## config.mk

```make
export PLATFORM = sky130hd
export DESIGN_NAME = reg_write_arbiter
export DESIGN_NICKNAME = d
export VERILOG_FILES = /design/src/rtl/reg_write_arbiter.sv
export SDC_FILE = /design/constraint.sdc
export NUM_CORES = 1
export LEC_CHECK = 0
export ABC_AREA = 1
export CAP_MARGIN = 40
export CORE_ASPECT_RATIO = 0.75
export CORE_MARGIN = 2
export CORE_UTILIZATION = 30
export DETAILED_ROUTE_END_ITERATION = 10
export PLACE_DENSITY = 0.66
export SLEW_MARGIN = 20
export SYNTH_ARGS = -nofsm -noshare
export SYNTH_HDL_FRONTEND = slang
export SYNTH_SLANG_ARGS = --single-unit
```

## constraint.sdc

```tcl
create_clock -name clk -period 2.8 [get_ports clk]
set_input_delay 0.56 -clock clk [delete_from_list [all_inputs] [get_ports clk]]
set_output_delay 0.56 -clock clk [all_outputs]
set_load 0.02 [all_outputs]
```

## src/rtl/reg_write_arbiter.sv

```systemverilog
// Four-requester arbiter for one shared register write port.
// It uses round-robin order, and a requester can hold a lock for up to LOCK_MAX consecutive grants.
module reg_write_arbiter #(
    parameter int BIT_WIDTH = 32,
    parameter int LOCK_MAX  = 4
) (
    input  logic                   clk,
    input  logic                   reset,
    input  logic [3:0]             req,
    input  logic [3:0]             lock,
    input  logic [4*BIT_WIDTH-1:0] reqData,
    output logic [3:0]             grant,
    output logic                   regWrtEn,
    output logic [BIT_WIDTH-1:0]   regDataIn,
    output logic [1:0]             owner
);
    localparam int CNT_W = $clog2(LOCK_MAX + 1);
    localparam logic [CNT_W-1:0] CNT_MAX = CNT_W'(LOCK_MAX);

    logic [BIT_WIDTH-1:0] req_data_arr [4];

    genvar gi;
    generate
        for (gi = 0; gi < 4; gi++) begin : g_slice
            assign req_data_arr[gi] = reqData[gi*BIT_WIDTH +: BIT_WIDTH];
        end
    endgenerate

    logic [1:0]           ptr_q, ptr_d;
    logic [1:0]           owner_q, owner_d;
    logic [CNT_W-1:0]     lock_cnt_q, lock_cnt_d;
    logic [3:0]           grant_q, grant_d;
    logic                 wen_q, wen_d;
    logic [BIT_WIDTH-1:0] data_q, data_d;
    logic [1:0]           winner;
    logic [1:0]           idx;
    logic                 lock_hold;
    logic                 found;

    always_comb begin
        lock_hold  = (lock_cnt_q != '0) && (lock_cnt_q < CNT_MAX) && req[owner_q] && lock[owner_q];
        winner     = owner_q;
        found      = 1'b0;
        idx        = ptr_q;
        ptr_d      = ptr_q;
        owner_d    = owner_q;
        lock_cnt_d = lock_cnt_q;
        grant_d    = 4'b0000;
        wen_d      = 1'b0;
        data_d     = data_q;

        if (!lock_hold) begin
            for (int k = 0; k < 4; k++) begin
                idx = ptr_q + 2'(k);
                if (!found && req[idx]) begin
                    winner = idx;
                    found  = 1'b1;
                end
            end
        end

        if (req == 4'b0000) begin
            lock_cnt_d = '0;
        end else begin
            grant_d = 4'b0001 << winner;
            wen_d   = 1'b1;
            data_d  = req_data_arr[winner];
            owner_d = winner;
            ptr_d   = winner + 2'd1;
            // The counter saturates so a lone locker that keeps winning round-robin stays forced to round-robin.
            if (lock[winner]) begin
                if (winner == owner_q)
                    lock_cnt_d = (lock_cnt_q == CNT_MAX) ? CNT_MAX : lock_cnt_q + 1'b1;
                else
                    lock_cnt_d = CNT_W'(1);
            end else begin
                lock_cnt_d = '0;
            end
        end
    end

    always_ff @(posedge clk) begin
        if (reset) begin
            ptr_q      <= '0;
            owner_q    <= '0;
            lock_cnt_q <= '0;
            grant_q    <= '0;
            wen_q      <= 1'b0;
            data_q     <= '0;
        end else begin
            ptr_q      <= ptr_d;
            owner_q    <= owner_d;
            lock_cnt_q <= lock_cnt_d;
            grant_q    <= grant_d;
            wen_q      <= wen_d;
            data_q     <= data_d;
        end
    end

    assign grant     = grant_q;
    assign regWrtEn  = wen_q;
    assign regDataIn = data_q;
    assign owner     = owner_q;
endmodule

```

[Word-level counts from Yosys, hierarchy flattened]
Index checks and enable logic that the tools add are counted.
Word-level totals
  bits in registers: 44
  input bits: 138
  word-level logic and storage cells: 73
  output and inout bits: 39
Cells by class
  bitwise operators: 3
  shifts and indexed selects: 1
  $lt $le $gt $ge: 8
  equality and inequality tests: 2
  mux-type cells: 31
  reductions and logical operators: 15
  $add $sub $neg: 5
Operator list (number)
  32-bit binary-select mux with 2-bit select: 1
  32-bit two-way mux: 2
  2-bit by 3-bit less-than comparator with 1-bit output (second input constant): 6
  1-bit two-way mux: 15
  1-bit binary-select mux with 2-bit select: 7
  2-bit two-way mux: 5
  1-bit logical AND: 6
  5-bit OR reduction: 1
  2-bit by 1-bit adder with 2-bit output (second input constant): 2
  2-bit adder (second input constant): 2
  4-bit zero test: 1
  4-bit OR reduction: 1
  1-bit by 2-bit left shift with 4-bit output (first input constant): 1
  3-bit by 1-bit adder with 3-bit output (second input constant): 1
  3-bit == test (second input constant): 1
  3-bit greater-or-equal comparator (second input constant): 1
  1-bit zero test: 3
  3-bit less-than comparator (second input constant): 1
  3-bit two-way mux: 1
  2-bit NOT with 3-bit output: 1
  3-bit nonzero test: 1
  3-bit OR reduction: 1
  2-bit == test: 1
  1-bit NOT: 2
  2-bit OR reduction: 1

[Depth between registers and ports, before layout]
  depth in word-level cells: 21
  gate-level depth with buffers: 21
  depth with buffers taken out: 20

[Worst setup path after synthesis]
Ideal clock, no wire load.
  path kind: input -> register
  start: in req[0]
  end: reg data_q[17], in the netlist regDataIn[17]
  required time: 2685 ps
  slack: 638 ps
  setup time: 115 ps
  data arrival time: 2047 ps
  path buffers: 1
  stages on the path: 6
  cell sequence: nor4_2 inv_1 clkbuf_1 or2_2 nand3_1 nor2_1
Between the ends
  word-level cells in the longest chain between the ends: 20
  elaborated cells on any way between the ends: 34
  those cells by class: mux: 24; bitwise: 1; reduce/logical: 9
Ends and longest elaborated chain
  start: declaration: RTL line 9  | input logic [3:0] req,
  1-bit binary-select mux with 2-bit select: RTL line 55  | if (!found && req[idx]) begin
  1-bit two-way mux (implied by the code): RTL line 55
  1-bit two-way mux: RTL line 55
  1-bit two-way mux: RTL line 52  | if (!lock_hold) begin
  1-bit zero test: RTL line 55
  1-bit logical AND: RTL line 55
  1-bit two-way mux: RTL line 55
  1-bit two-way mux: RTL line 52
  (+3 left out)
  1-bit two-way mux: RTL line 52
  1-bit zero test: RTL line 55
  1-bit logical AND: RTL line 55
  2-bit two-way mux: RTL line 55
  2-bit two-way mux: RTL line 52
  2-bit NOT with 3-bit output (implied by the code): RTL line 67  | data_d = req_data_arr[winner];
  32-bit binary-select mux with 2-bit select: RTL line 67
  32-bit two-way mux (implied by the code) (2 in series): RTL line 67
  end signal: assignment: RTL line 96  | data_q <= data_d;
  end: declaration: RTL line 34  | logic [BIT_WIDTH-1:0] data_q, data_d;
Several ways; a longest one is shown, not always the timed one. The select of a mux whose other input is x is not followed.
A chain may end at the register's enable or synchronous reset.

[Worst setup path after layout]
  start: in req[1]
  end: reg data_q[17], in the netlist regDataIn[17]
The elaborated chain is that of the path after synthesis.

==> results_dict.tcl <==
set metrics [dict create \
    syn-num-nets 654 \
    num_rows 31 \
    drive_gt1_frac 0.0937 \
    maxCapViolations 0 \
    grt_max_degree 34 \
    crit_path_start_kind "primary input" \
    place_hpwl_mm 8.53 \
    synth_area_leaders "dfxtp_1 (29%), nand2_1 (25%), nand3_1 (10%), a21oi_1 (7.0%), inv_1 (4.4%)" \
    synth.avg_cell_area_um2 5.95 \
    worst_setup_path_end_kind "register" \
    wl_mm 10.9 \
    fin_util 0.533 \
    worst_slack_ns 0.256 \
    overflow 0 \
    max_stage_delay_ns 0.49 \
    syn-cell-area_mm2 0.00306 \
    rsz0062_at_grt "false" \
    wl_per_cell_um 13.2 \
    ff_latch_area_um2 881 \
    seq_area_frac_synth 0.288 \
    yosysTopAreaCellShare 0.288 \
    grt_pass1_wl_mm 17.1 \
    drt-pass1-iter-count 4 \
    hold_class "register to register" \
    stdcell_area_mm2 0.00521 \
    cp_data_arrival_time_ns 2.71 \
    synth_cell_type_count 27 \
    post-route-period-util 0.909 \
    clock_skew_ns 0.00825 \
    core_area_mm2 0.00977 \
    synth.most_common_cell "nand2_1" \
    cp.required_ns 2.97 \
    die_x_um 121 \
    via_per_inst 4.62 \
    synthFlopType "dfxtp_1" \
    cts_tree "done" \
    powerDensity_mw_per_mm2 1360 \
    n_fill_cell 987 \
    die_height_um 91.4 \
    clock_latency_ns 0.28 \
    clock_sinks 44 \
    pre_cts_ws_ns -0.0290 \
    power_w 0.00710 \
    grt_pass1_vias 3651 \
    pwr-share-comb 0.769 \
    synth_area_leader_cell "dfxtp_1" \
    grt_usage 0.192 \
    ys_seq_elements 44 \
    antenna_found_initial 0 \
    period_minus_slack_ns 2.54 \
    p_leak_nw 2.37 \
    path_cells "clkdlybuf4s50_1 > nand2_1 > nand2_1 > nand2_1 > nand2_2 > inv_2 > nand3b_1 > nor2_1 > nor2_1 > nand2_1 > nand2_2 > nand2_4 > nand2_4 > inv_4 > nand2_1 > a21oi_1 > nor2_1" \
    p_sw_frac 0.511 \
    synth_commonest_cells "nand2_1 (206), nand3_1 (62), dfxtp_1 (44)" \
    relSlewSlack 0.587 \
    p_clk_frac 0.082 \
    crit_top_cell "nand2_1" \
    fin_cells 826 \
    gp_congestion 0.911 \
    syn_to_final_growth_pct 70.3 \
    fmax_mhz 393 \
    synth_cells 514 \
    crit_slowest_cell "clkdlybuf4s50_1" \
    crit_path_max_fanout 26 \
    initial_core_util 0.313 \
    cts_resized 0 \
    post-route-drc-count 0 \
    cts_buffer_depth 2 \
    num_io_pins 177 \
    die_area_mm2 0.0110 \
    ys_async_sr_fraction 0 \
    worst_pin_slew_ns 0.618 \
    placed_area_mm2 0.00506 \
    drt_iter0_markers 143 \
    p_seq_frac 0.149 \
    p_int_w 0.00347 \
    post-cts-setup-buffer-count 0 \
    critical_path_class "primary input to register" \
    hold_violations 0 \
    vdd_drop_max_uv 875 \
    dr_total_vias 3812 \
    portBuffers 176 \
    status "completed" \
    synth_warnings 0 \
    clk_pin_slew_worst_paths_ns 0.06 \
    hold_buffers 0 \
    synth_edf_count 0 \
    antenna_cells 0 \
    placed_cells 818 \
    slew_violations 0 \
    drtAntennaViolNets 0 \
    multi_input_area_mm2 0.00185 \
    cts_made_buffers 5 \
    num-nets-final 833 \
    p_switching_w 0.00363 \
    cts-root-buf "clkbuf_16" \
    setup_viol 0 \
    htree_levels 2 \
]
-- worst max-delay path: cells and delay by family --
family / cells / cell delay (ns)
simple gates: 13 / 1.13
buf+inv: 3 / 0.84
compound gates: 1 / 0.18
-- final timing paths --
path	startpoint	endpoint	slack (ns)	depth (start not counted)
worst min-delay path	regDataIn[6]	regDataIn[6]	0.54	4
worst max register to register	ptr_q[0]	regDataIn[17]	0.49	16
worst max-delay path	req[1]	regDataIn[17]	0.26	17
worst min register to register	regDataIn[6]	regDataIn[6]	0.54	4
-- cell type report --
type,instances,area share
Multi-Input combinational cell,401,0.354
Clock buffer,6,0.0267
Inverter,43,0.0315
Clock inverter,2,0.00192
Sequential cell,44,0.169
Timing Repair Buffer,198,0.385
Tap cell,132,0.0317
-- placed cells by master, fill, tap and decap left out --
cell             instances
nand2_1                206
clkdlybuf4s50_1        176
nand3_1                 62
dfxtp_1                 44
a21oi_1                 43
inv_1                   36
o21ai_0                 25
nor2_1                  18
buf_4                   16
or2_2                   12
nand2_2                  8
inv_2                    6
nor3_1                   6
or2_1                    6
buf_12                   6
clkbuf_16                5
nand2_4                  4
nor2_4                   2
nand3b_1                 2
ha_1                     2
clkinv_2                 2
nor4_2                   1
nor2_8                   1
inv_4                    1
a31oi_1                  1
a21boi_1                 1
o211ai_1                 1
clkbuf_8                 1
-- stage by stage --
step | hold WS [ns] | TNS [ns]
2_1_floorplan | 0.521 | 0
3_3_place_gp | 0.524 | -0.0379
3_5_place_dp | 0.528 | -0.0290
4_1_cts | 0.541 | 0
5_1_grt | 0.576 | 0
6_report | 0.542 | 0
-- routing by layer --
layer  vias up  wire length [um]  GRT usage
met2       126              4910      0.325
met3         6               897     0.0540
met1      1687              4960      0.240
met5         -                 0          0
met4         0               103     0.0484
li1       1993                 -          -
-- power groups by stage --
stage	Sequential (W)	Combinational [W]	Clock [W]
3_3_place_gp	0.00106	0.00544	0
5_1_grt	0.00109	0.00613	0.000635
4_1_cts	0.00106	0.00553	0.000609
2_1_floorplan	0.00131	0.00346	0
3_5_place_dp	0.00107	0.00550	0
6_report	0.00106	0.00546	0.000585
-- flip-flops by register name, indices dropped and copies added (netlist names) --
signal      cells
owner           2
lock_cnt_q      3
ptr_q           2
grant           4
regDataIn      32
regWrtEn        1
-- cells by family (layout without fill, tap and decap cells) --
logic type      Yosys count  in the layout  share of synthesized area
compound gates           71             71                      0.118
flops                    44             44                      0.288
simple gates            328            328                      0.477
buf+inv                  69            249                      0.108
fa+ha+maj                 2              2                    0.00818
No activity file was read; power rests on OpenSTA's default activity.
